### src/rtl/clk_div_pkg.sv
// Shared constants for the UART bit-clock divider.
// Ratios at or below BYPASS_MAX_RATIO pass the reference clock straight through.
package clk_div_pkg;

   localparam int RATIO_WIDTH_DEF  = 8;
   localparam int BYPASS_MAX_RATIO = 1;

endpackage

### src/rtl/clk_div.sv
// Integer clock divider (odd and even ratios); ratio 0/1 or clk_en=0 bypasses to clk.
// Outputs are registered except the bypass mux; a new ratio is adopted only at the end of a high phase.
module clk_div
   import clk_div_pkg::*;
#(
   parameter int RATIO_WIDTH = RATIO_WIDTH_DEF
) (
   input  logic                   clk,
   input  logic                   rst,
   input  logic                   clk_en,
   input  logic [RATIO_WIDTH-1:0] div_ratio,
   output logic                   o_div_clk,
   output logic                   o_div_tick
);

   localparam logic [RATIO_WIDTH-1:0] BYP_MAX = RATIO_WIDTH'(BYPASS_MAX_RATIO);
   localparam logic [RATIO_WIDTH-1:0] ONE_R   = RATIO_WIDTH'(1);
   localparam logic [RATIO_WIDTH-2:0] ONE_C   = (RATIO_WIDTH-1)'(1);

   logic [RATIO_WIDTH-1:0] ratio_q, ratio_d;
   logic [RATIO_WIDTH-2:0] cnt_q, cnt_d;
   logic                   div_clk_q, div_clk_d;
   logic                   tick_q, tick_d;

   logic                   bypass;
   logic [RATIO_WIDTH-1:0] half, low_last, high_last, cnt_ext;

   assign bypass    = !clk_en || (ratio_q <= BYP_MAX);
   assign half      = ratio_q >> 1;
   // Low phase is ceil(N/2) cycles; (N>>1)+N[0] cannot overflow for N < 2^RATIO_WIDTH.
   assign low_last  = half + RATIO_WIDTH'(ratio_q[0]) - ONE_R;
   assign high_last = half - ONE_R;
   assign cnt_ext   = {1'b0, cnt_q};

   always_comb begin
      ratio_d   = ratio_q;
      cnt_d     = cnt_q;
      div_clk_d = div_clk_q;
      tick_d    = 1'b0;
      if (bypass) begin
         ratio_d   = clk_en ? div_ratio : '0;
         cnt_d     = '0;
         div_clk_d = 1'b0;
      end else if (!div_clk_q) begin
         if (cnt_ext == low_last) begin
            div_clk_d = 1'b1;
            cnt_d     = '0;
            tick_d    = 1'b1;
         end else begin
            cnt_d = cnt_q + ONE_C;
         end
      end else begin
         if (cnt_ext == high_last) begin
            div_clk_d = 1'b0;
            cnt_d     = '0;
            ratio_d   = div_ratio;
         end else begin
            cnt_d = cnt_q + ONE_C;
         end
      end
   end

   always_ff @(posedge clk or posedge rst) begin
      if (rst) begin
         ratio_q   <= '0;
         cnt_q     <= '0;
         div_clk_q <= 1'b0;
         tick_q    <= 1'b0;
      end else begin
         ratio_q   <= ratio_d;
         cnt_q     <= cnt_d;
         div_clk_q <= div_clk_d;
         tick_q    <= tick_d;
      end
   end

   // Bypass must stay a combinational mux so the output is a true copy of clk.
   assign o_div_clk  = bypass ? clk : div_clk_q;
   assign o_div_tick = tick_q;

endmodule

### config.mk
export PLATFORM = sky130hd
export DESIGN_NAME = clk_div
export DESIGN_NICKNAME = d
export VERILOG_FILES = /design/src/rtl/clk_div_pkg.sv /design/src/rtl/clk_div.sv
export SDC_FILE = /design/constraint.sdc
export NUM_CORES = 1
export LEC_CHECK = 0
export ABC_AREA = 1
export CORE_MARGIN = 2
export CORE_UTILIZATION = 57
export CTS_CLUSTER_DIAMETER = 60
export DETAILED_ROUTE_END_ITERATION = 10
export GPL_TIMING_DRIVEN = 0
export PLACE_DENSITY_LB_ADDON = 0.2
export SLEW_MARGIN = 10
export SYNTH_ARGS = -nofsm -noshare
export SYNTH_HDL_FRONTEND = slang
export SYNTH_SLANG_ARGS = --single-unit
### constraint.sdc
create_clock -name clk -period 2.7 [get_ports clk]
set_input_delay 0.54 -clock clk [delete_from_list [all_inputs] [get_ports clk]]
set_output_delay 0.54 -clock clk [all_outputs]
set_load 0.005 [all_outputs]
==> flow_metrics.tcl, run 1 <==
set metrics [dict create \
    status "finished clean" \
    final_util 0.7158 \
    end_kind "output port" \
    yosysMostFrequentCell "nand2_1" \
    drc 0 \
    syn_nets 249 \
    hold_viol_final 0 \
    avgSynthCellArea_um2 6.020 \
    grt_max_degree 18 \
    grt_pass1_vias 1337 \
    area_growth_pct 16.15 \
    clk_pin_slew_ns 0.10 \
    min_path_type "in -> async" \
    antenna_found_initial 0 \
    io_buffers 11 \
    use_met3 0.05556 \
    synthTopCellsByCount "87 x nand2_1, 34 x inv_1, 32 x nand3_1, 32 x nor2_1, 17 x dfrtp_1" \
    drt-total-wl_um 3378 \
    cts_tree "done" \
    routedWlPerCell_um 12.06 \
    tightestPinTransition_ns 0.6471 \
    reg2reg_slack_ns 0.59 \
    yosys_warnings 0 \
    crit_fanout 2 \
    hpwlAfterDp_um 2511 \
    layout-drive-gt1-share 0.08730 \
    setup.worst_path.start_class "clock port" \
    num_rows 17 \
    core-area_um2 2276 \
    synthCells 233 \
    grt.busiest_layer "met2" \
    skew_ns 0.0008620 \
    post_synth_num_cell_types 19 \
    firstDrtPassIters 4 \
    yosys_register_bits 17 \
    diodes 0 \
    slew_violations 0 \
    synth_area_um2 1403 \
    synth_ff_type "dfrtp_1" \
    required_ns 2.16 \
    io_pins 13 \
    multiInputGateArea_um2 843.3 \
    rsz0062_at_grt "false" \
    relSlewSlack 0.5681 \
    track_usage 0.2836 \
    power.total_uw 997.2 \
    fillers 201 \
    maxCapViolCount 0 \
    start_util 0.6163 \
    insertion_delay_ns 0.41 \
    p_leak_uw 0.0009421 \
    synth_top_area_frac 0.3033 \
    r2r_start "ratio_q[0]$_DFFE_PP0P_" \
    drtAntennaViolNets 0 \
    vias 1462 \
    grt_pass1_wl_um 5692 \
    gr-total-overflow 0 \
    nets 269 \
    final-seq-area_um2 426.7 \
    yosys-top-cells-area "dfrtp_1 30%, nand2_1 23%, nand3_1 11%" \
    die_area_um2 2874 \
    r2r_end "cnt_q[2]$_DFF_PP0_" \
    synth_edf_count 0 \
    ys_seq_area_frac 0.3033 \
    grt_use_met1 0.3601 \
    setup_viol 0 \
    place.gp.congestion 0.9194 \
    timing.hold.ws_ns 0.5051 \
    die_w_um 53.61 \
    rr_worst_depth 13 \
    drt-initial-drc-count 48 \
    crit_type "clk -> out" \
    routed_via_density 5.221 \
    ir_drop_uv 465.6 \
    synth-async-reset-ratio 1.000 \
    grtUsageMet2 0.4691 \
    tns_ns 0 \
    die_h_um 53.61 \
    synth_area_leader_cell "dfrtp_1" \
    p_per_area_nw_per_um2 612.1 \
    cp_data_arrival_time_ns 1.97 \
]
[critical path, stage by stage]
cell and delay [ns]:
clkbuf_4 0.11, clkbuf_4 0.13, nand2_1 0.06, o21ai_0 0.06
dlygate4sd2_1 0.26
[cell type report]
type | instances | share of cell area
plain buffers | 3 | 0.01459
flip-flops and latches | 17 | 0.2619
well taps | 28 | 0.02151
clock buffers | 8 | 0.03533
inverters | 36 | 0.08295
repair buffers | 11 | 0.06605
multi-input cells | 177 | 0.5177
[power by group]
| part | total [uW] | internal, uW | leakage, uW | switching, uW |
|---|---|---|---|---|
| Sequential | 336 | 284 | 0.000226 | 52.3 |
| Clock | 230 | 120 | 0.0000393 | 110 |
| Combinational | 431 | 164 | 0.000676 | 268 |
[timing repair]
item / 4_1_cts / 5_1_grt
gates resized for setup: 8 / 0
setup buffers: 1 / 0
endpoints found under the setup margin: 3 / 0
hold buffers: 0 / 0
[cells in the final DEF, fill, tap and decap left out, drive strengths merged]
master         netlist  layout
nand2               90      90
nor3                 1       1
clkbuf               0       7
o21ai                4       4
xor2                 4       4
buf                  3       4
inv                 36      36
nand3               32      32
nand3b               3       3
xnor2                1       1
dlygate4sd2          0       1
dfrtp               17      17
clkdlybuf4s50        0      10
a21oi                3       3
nor2                34      34
ha                   5       5
[sequential cells by signal, indices dropped and copies added (netlist names)]
signal and count:
cnt_q 7, div_clk_q 1, o_div_tick 1, ratio_q 8
[metrics by stage]
step	cells	worst slack (ns)	cell area, um2
6_report	280	0.1856	1629
5_1_grt	280	0.1193	1629
4_1_cts	280	0.1703	1629
3_5_place_dp	272	0.2622	1548
3_3_place_gp	272	0.2587	1548
2_1_floorplan	233	0.6860	1403
[metal layers]
layer,vias up,routed length (um)
met1,664,1546
met2,42,1583
li1,748,-
met4,0,59
met3,8,190
met5,-,0
[worst max-delay path by stage]
stage	endpoint	depth (start not counted)	start	slack (ns)
global route	o_div_clk	9	ratio_q[1]$_DFFE_PP0P_	0.12
floorplan	o_div_clk	2	clk	0.69
CTS	o_div_clk	5	clk	0.17
detailed placement	o_div_clk	9	ratio_q[1]$_DFFE_PP0P_	0.26
global placement	o_div_clk	9	ratio_q[1]$_DFFE_PP0P_	0.26
finish	o_div_clk	5	clk	0.19
[cells by family after synthesis]
family	synth area share
compound gates	0.03300
xor+xnor	0.03122
fa+ha+maj	0.04460
buf+inv	0.1133
flops	0.3033
simple gates	0.4746
(Power assumes the default switching activity.)
==> run 2, diff against run 1 <==
CTS_CLUSTER_SIZE = 25   (was unset)
==> results of run 2 <==
Same layout as run 1: the final DEF is identical, and so are final timing and power.
==> run 3, diff against run 2 <==
--- a/config.mk
+++ b/config.mk
@@ -10,5 +10,5 @@
 export CORE_UTILIZATION = 57
 export CTS_CLUSTER_DIAMETER = 60
-export CTS_CLUSTER_SIZE = 25
+export CTS_CLUSTER_SIZE = 20
 export DETAILED_ROUTE_END_ITERATION = 10
 export GPL_TIMING_DRIVEN = 0
==> constraint.sdc (replaced) <==
create_clock -name clk -period 2.7 [get_ports clk]
set_input_delay 0.54 -clock clk [delete_from_list [all_inputs] [get_ports clk]]
set_output_delay 0.54 -clock clk [all_outputs]
set_load 0.02 [all_outputs]
==> flow_metrics.tcl, run 3 (synthesis gave the netlist of run 1 again) <==
set metrics [dict create \
    die_area_um2 2874 \
    tns_ns 0 \
    gr-total-overflow 0 \
    cts_tree "done" \
    die_h_um 53.61 \
    mostFrequentLayoutCells "87 x nand2_1, 33 x inv_1, 32 x nand3_1" \
    tightestPinTransition_ns 0.6460 \
    rsz0062_at_grt "false" \
    hold_viol_final 0 \
    regMostFlops "ratio_q" \
    grt_pass1_vias 1288 \
    r2r_end "cnt_q[2]$_DFF_PP0_" \
    maxCapViolCount 0 \
    place.gp.congestion 0.9194 \
    final.min_clock_period_ns 2.517 \
    setup_viol 0 \
    routed_via_density 5.226 \
    grt.busiest_layer "met2" \
    insertion_delay_ns 0.41 \
    ir_drop_uv 470.3 \
    required_ns 2.16 \
    drtAntennaViolNets 0 \
    switching_power_uw 436.8 \
    period_share 0.9320 \
    layout-drive-gt1-share 0.08367 \
    drt-initial-drc-count 48 \
    crit_type "reg -> out" \
    power.total_uw 1004 \
    skew_ns 0.004012 \
    diodes 0 \
    nets 268 \
    p_seq_frac 0.334 \
    routedWlPerCell_um 11.89 \
    largest_reg_flops 8 \
    num_rows 17 \
    drc 0 \
    clk_pin_slew_ns 0.10 \
    start_util 0.6163 \
    grtUsageMet2 0.4444 \
    p_int_uw 567.0 \
    slew_violations 0 \
    status "finished clean" \
    r2r_start "ratio_q[1]$_DFFE_PP0P_" \
    relSlewSlack 0.5688 \
    rr_worst_depth 13 \
    hpwlAfterDp_um 2511 \
    grt_max_degree 18 \
    min_path_type "in -> async" \
    grt_use_met1 0.3601 \
    comb_power_share 0.422 \
    setup.worst_path.start_class "flop" \
    cp_data_arrival_time_ns 1.98 \
    top_regs "ratio_q: 8 flops, cnt_q: 7 flops" \
    end_kind "output port" \
    firstDrtPassIters 4 \
    final_common_cell "nand2_1" \
    vias 1458 \
    area_growth_pct 15.34 \
    netSwitchingFraction 0.4351 \
    use_met3 0.05556 \
    crit_fanout 6 \
    clockPowerShare 0.244 \
    core-area_um2 2276 \
    p_per_area_nw_per_um2 620.5 \
    io_buffers 11 \
    die_w_um 53.61 \
    reg2reg_slack_ns 0.54 \
    drt-total-wl_um 3317 \
    p_leak_uw 0.0009346 \
    io_pins 13 \
    fmax_mhz 397.4 \
    antenna_found_initial 0 \
    track_usage 0.2747 \
    grt_pass1_wl_um 5499 \
]
[run 3: per-stage QoR]
| stage | utilization | hold WS, ns | area (um2) | worst slack (ns) | cells |
|---|---|---|---|---|---|
| finish | 0.7108 | 0.5030 | 1618 | 0.1835 | 279 |
| global route | 0.7108 | 0.5240 | 1618 | 0.03595 | 279 |
| CTS | 0.7031 | 0.5033 | 1600 | 0.03354 | 279 |
| detailed placement | 0.6800 | 0.4897 | 1548 | 0.1586 | 272 |
| global placement | 0.6800 | 0.4905 | 1548 | 0.1551 | 272 |
| floorplan | - | 0.4526 | 1403 | 0.5463 | 233 |
[run 3: area by class of cell]
cell class	count	area (um2)
clock buffers	8	60.06
inverters	36	135.1
repair buffers	10	100.1
flip-flops and latches	17	425.4
plain buffers	3	23.77
well taps	28	35.03
multi-input cells	177	838.3
fillers	205	658.1
[run 3: how the worst max path moves through the flow]
stage                            from   endpoint
6_report       ratio_q[1]$_DFFE_PP0P_  o_div_clk
5_1_grt        ratio_q[4]$_DFFE_PP0P_  o_div_clk
4_1_cts        ratio_q[1]$_DFFE_PP0P_  o_div_clk
3_5_place_dp   ratio_q[1]$_DFFE_PP0P_  o_div_clk
3_3_place_gp   ratio_q[1]$_DFFE_PP0P_  o_div_clk
2_1_floorplan                     clk  o_div_clk
[run 3: power groups by stage]
| stage | logic [uW] | clock network (uW) | registers [uW] |
|---|---|---|---|
| floorplan | 322 | 21.6 | 321 |
| global placement | 394 | 40.2 | 334 |
| detailed placement | 408 | 40.2 | 335 |
| CTS | 412 | 253 | 330 |
| global route | 490 | 265 | 340 |
| finish | 423 | 245 | 335 |
[run 3: what timing repair did]
item	4_1_cts	5_1_grt
setup buffers	0	0
hold buffers	0	0
endpoints found under the setup margin	3	3
gates resized for setup	5	4
endpoints found under the hold margin	0	0
[run 3: critical path: stages, from the launching register on]
cell and delay, ns:
dfrtp_1 0.44, inv_2 0.15, ha_4 0.18, nand2_2 0.07, nor2_1 0.15, nor2_1 0.07, nand2_2 0.10, nand2_1 0.06
o21ai_0 0.07, clkdlybuf4s15_2 0.28
[run 3: per-layer routing]
layer  part of all wire  up-vias
met5                  0        -
met4              0.013        0
met3              0.068        6
met2               0.48       61
met1               0.44      642
li1                   -      749
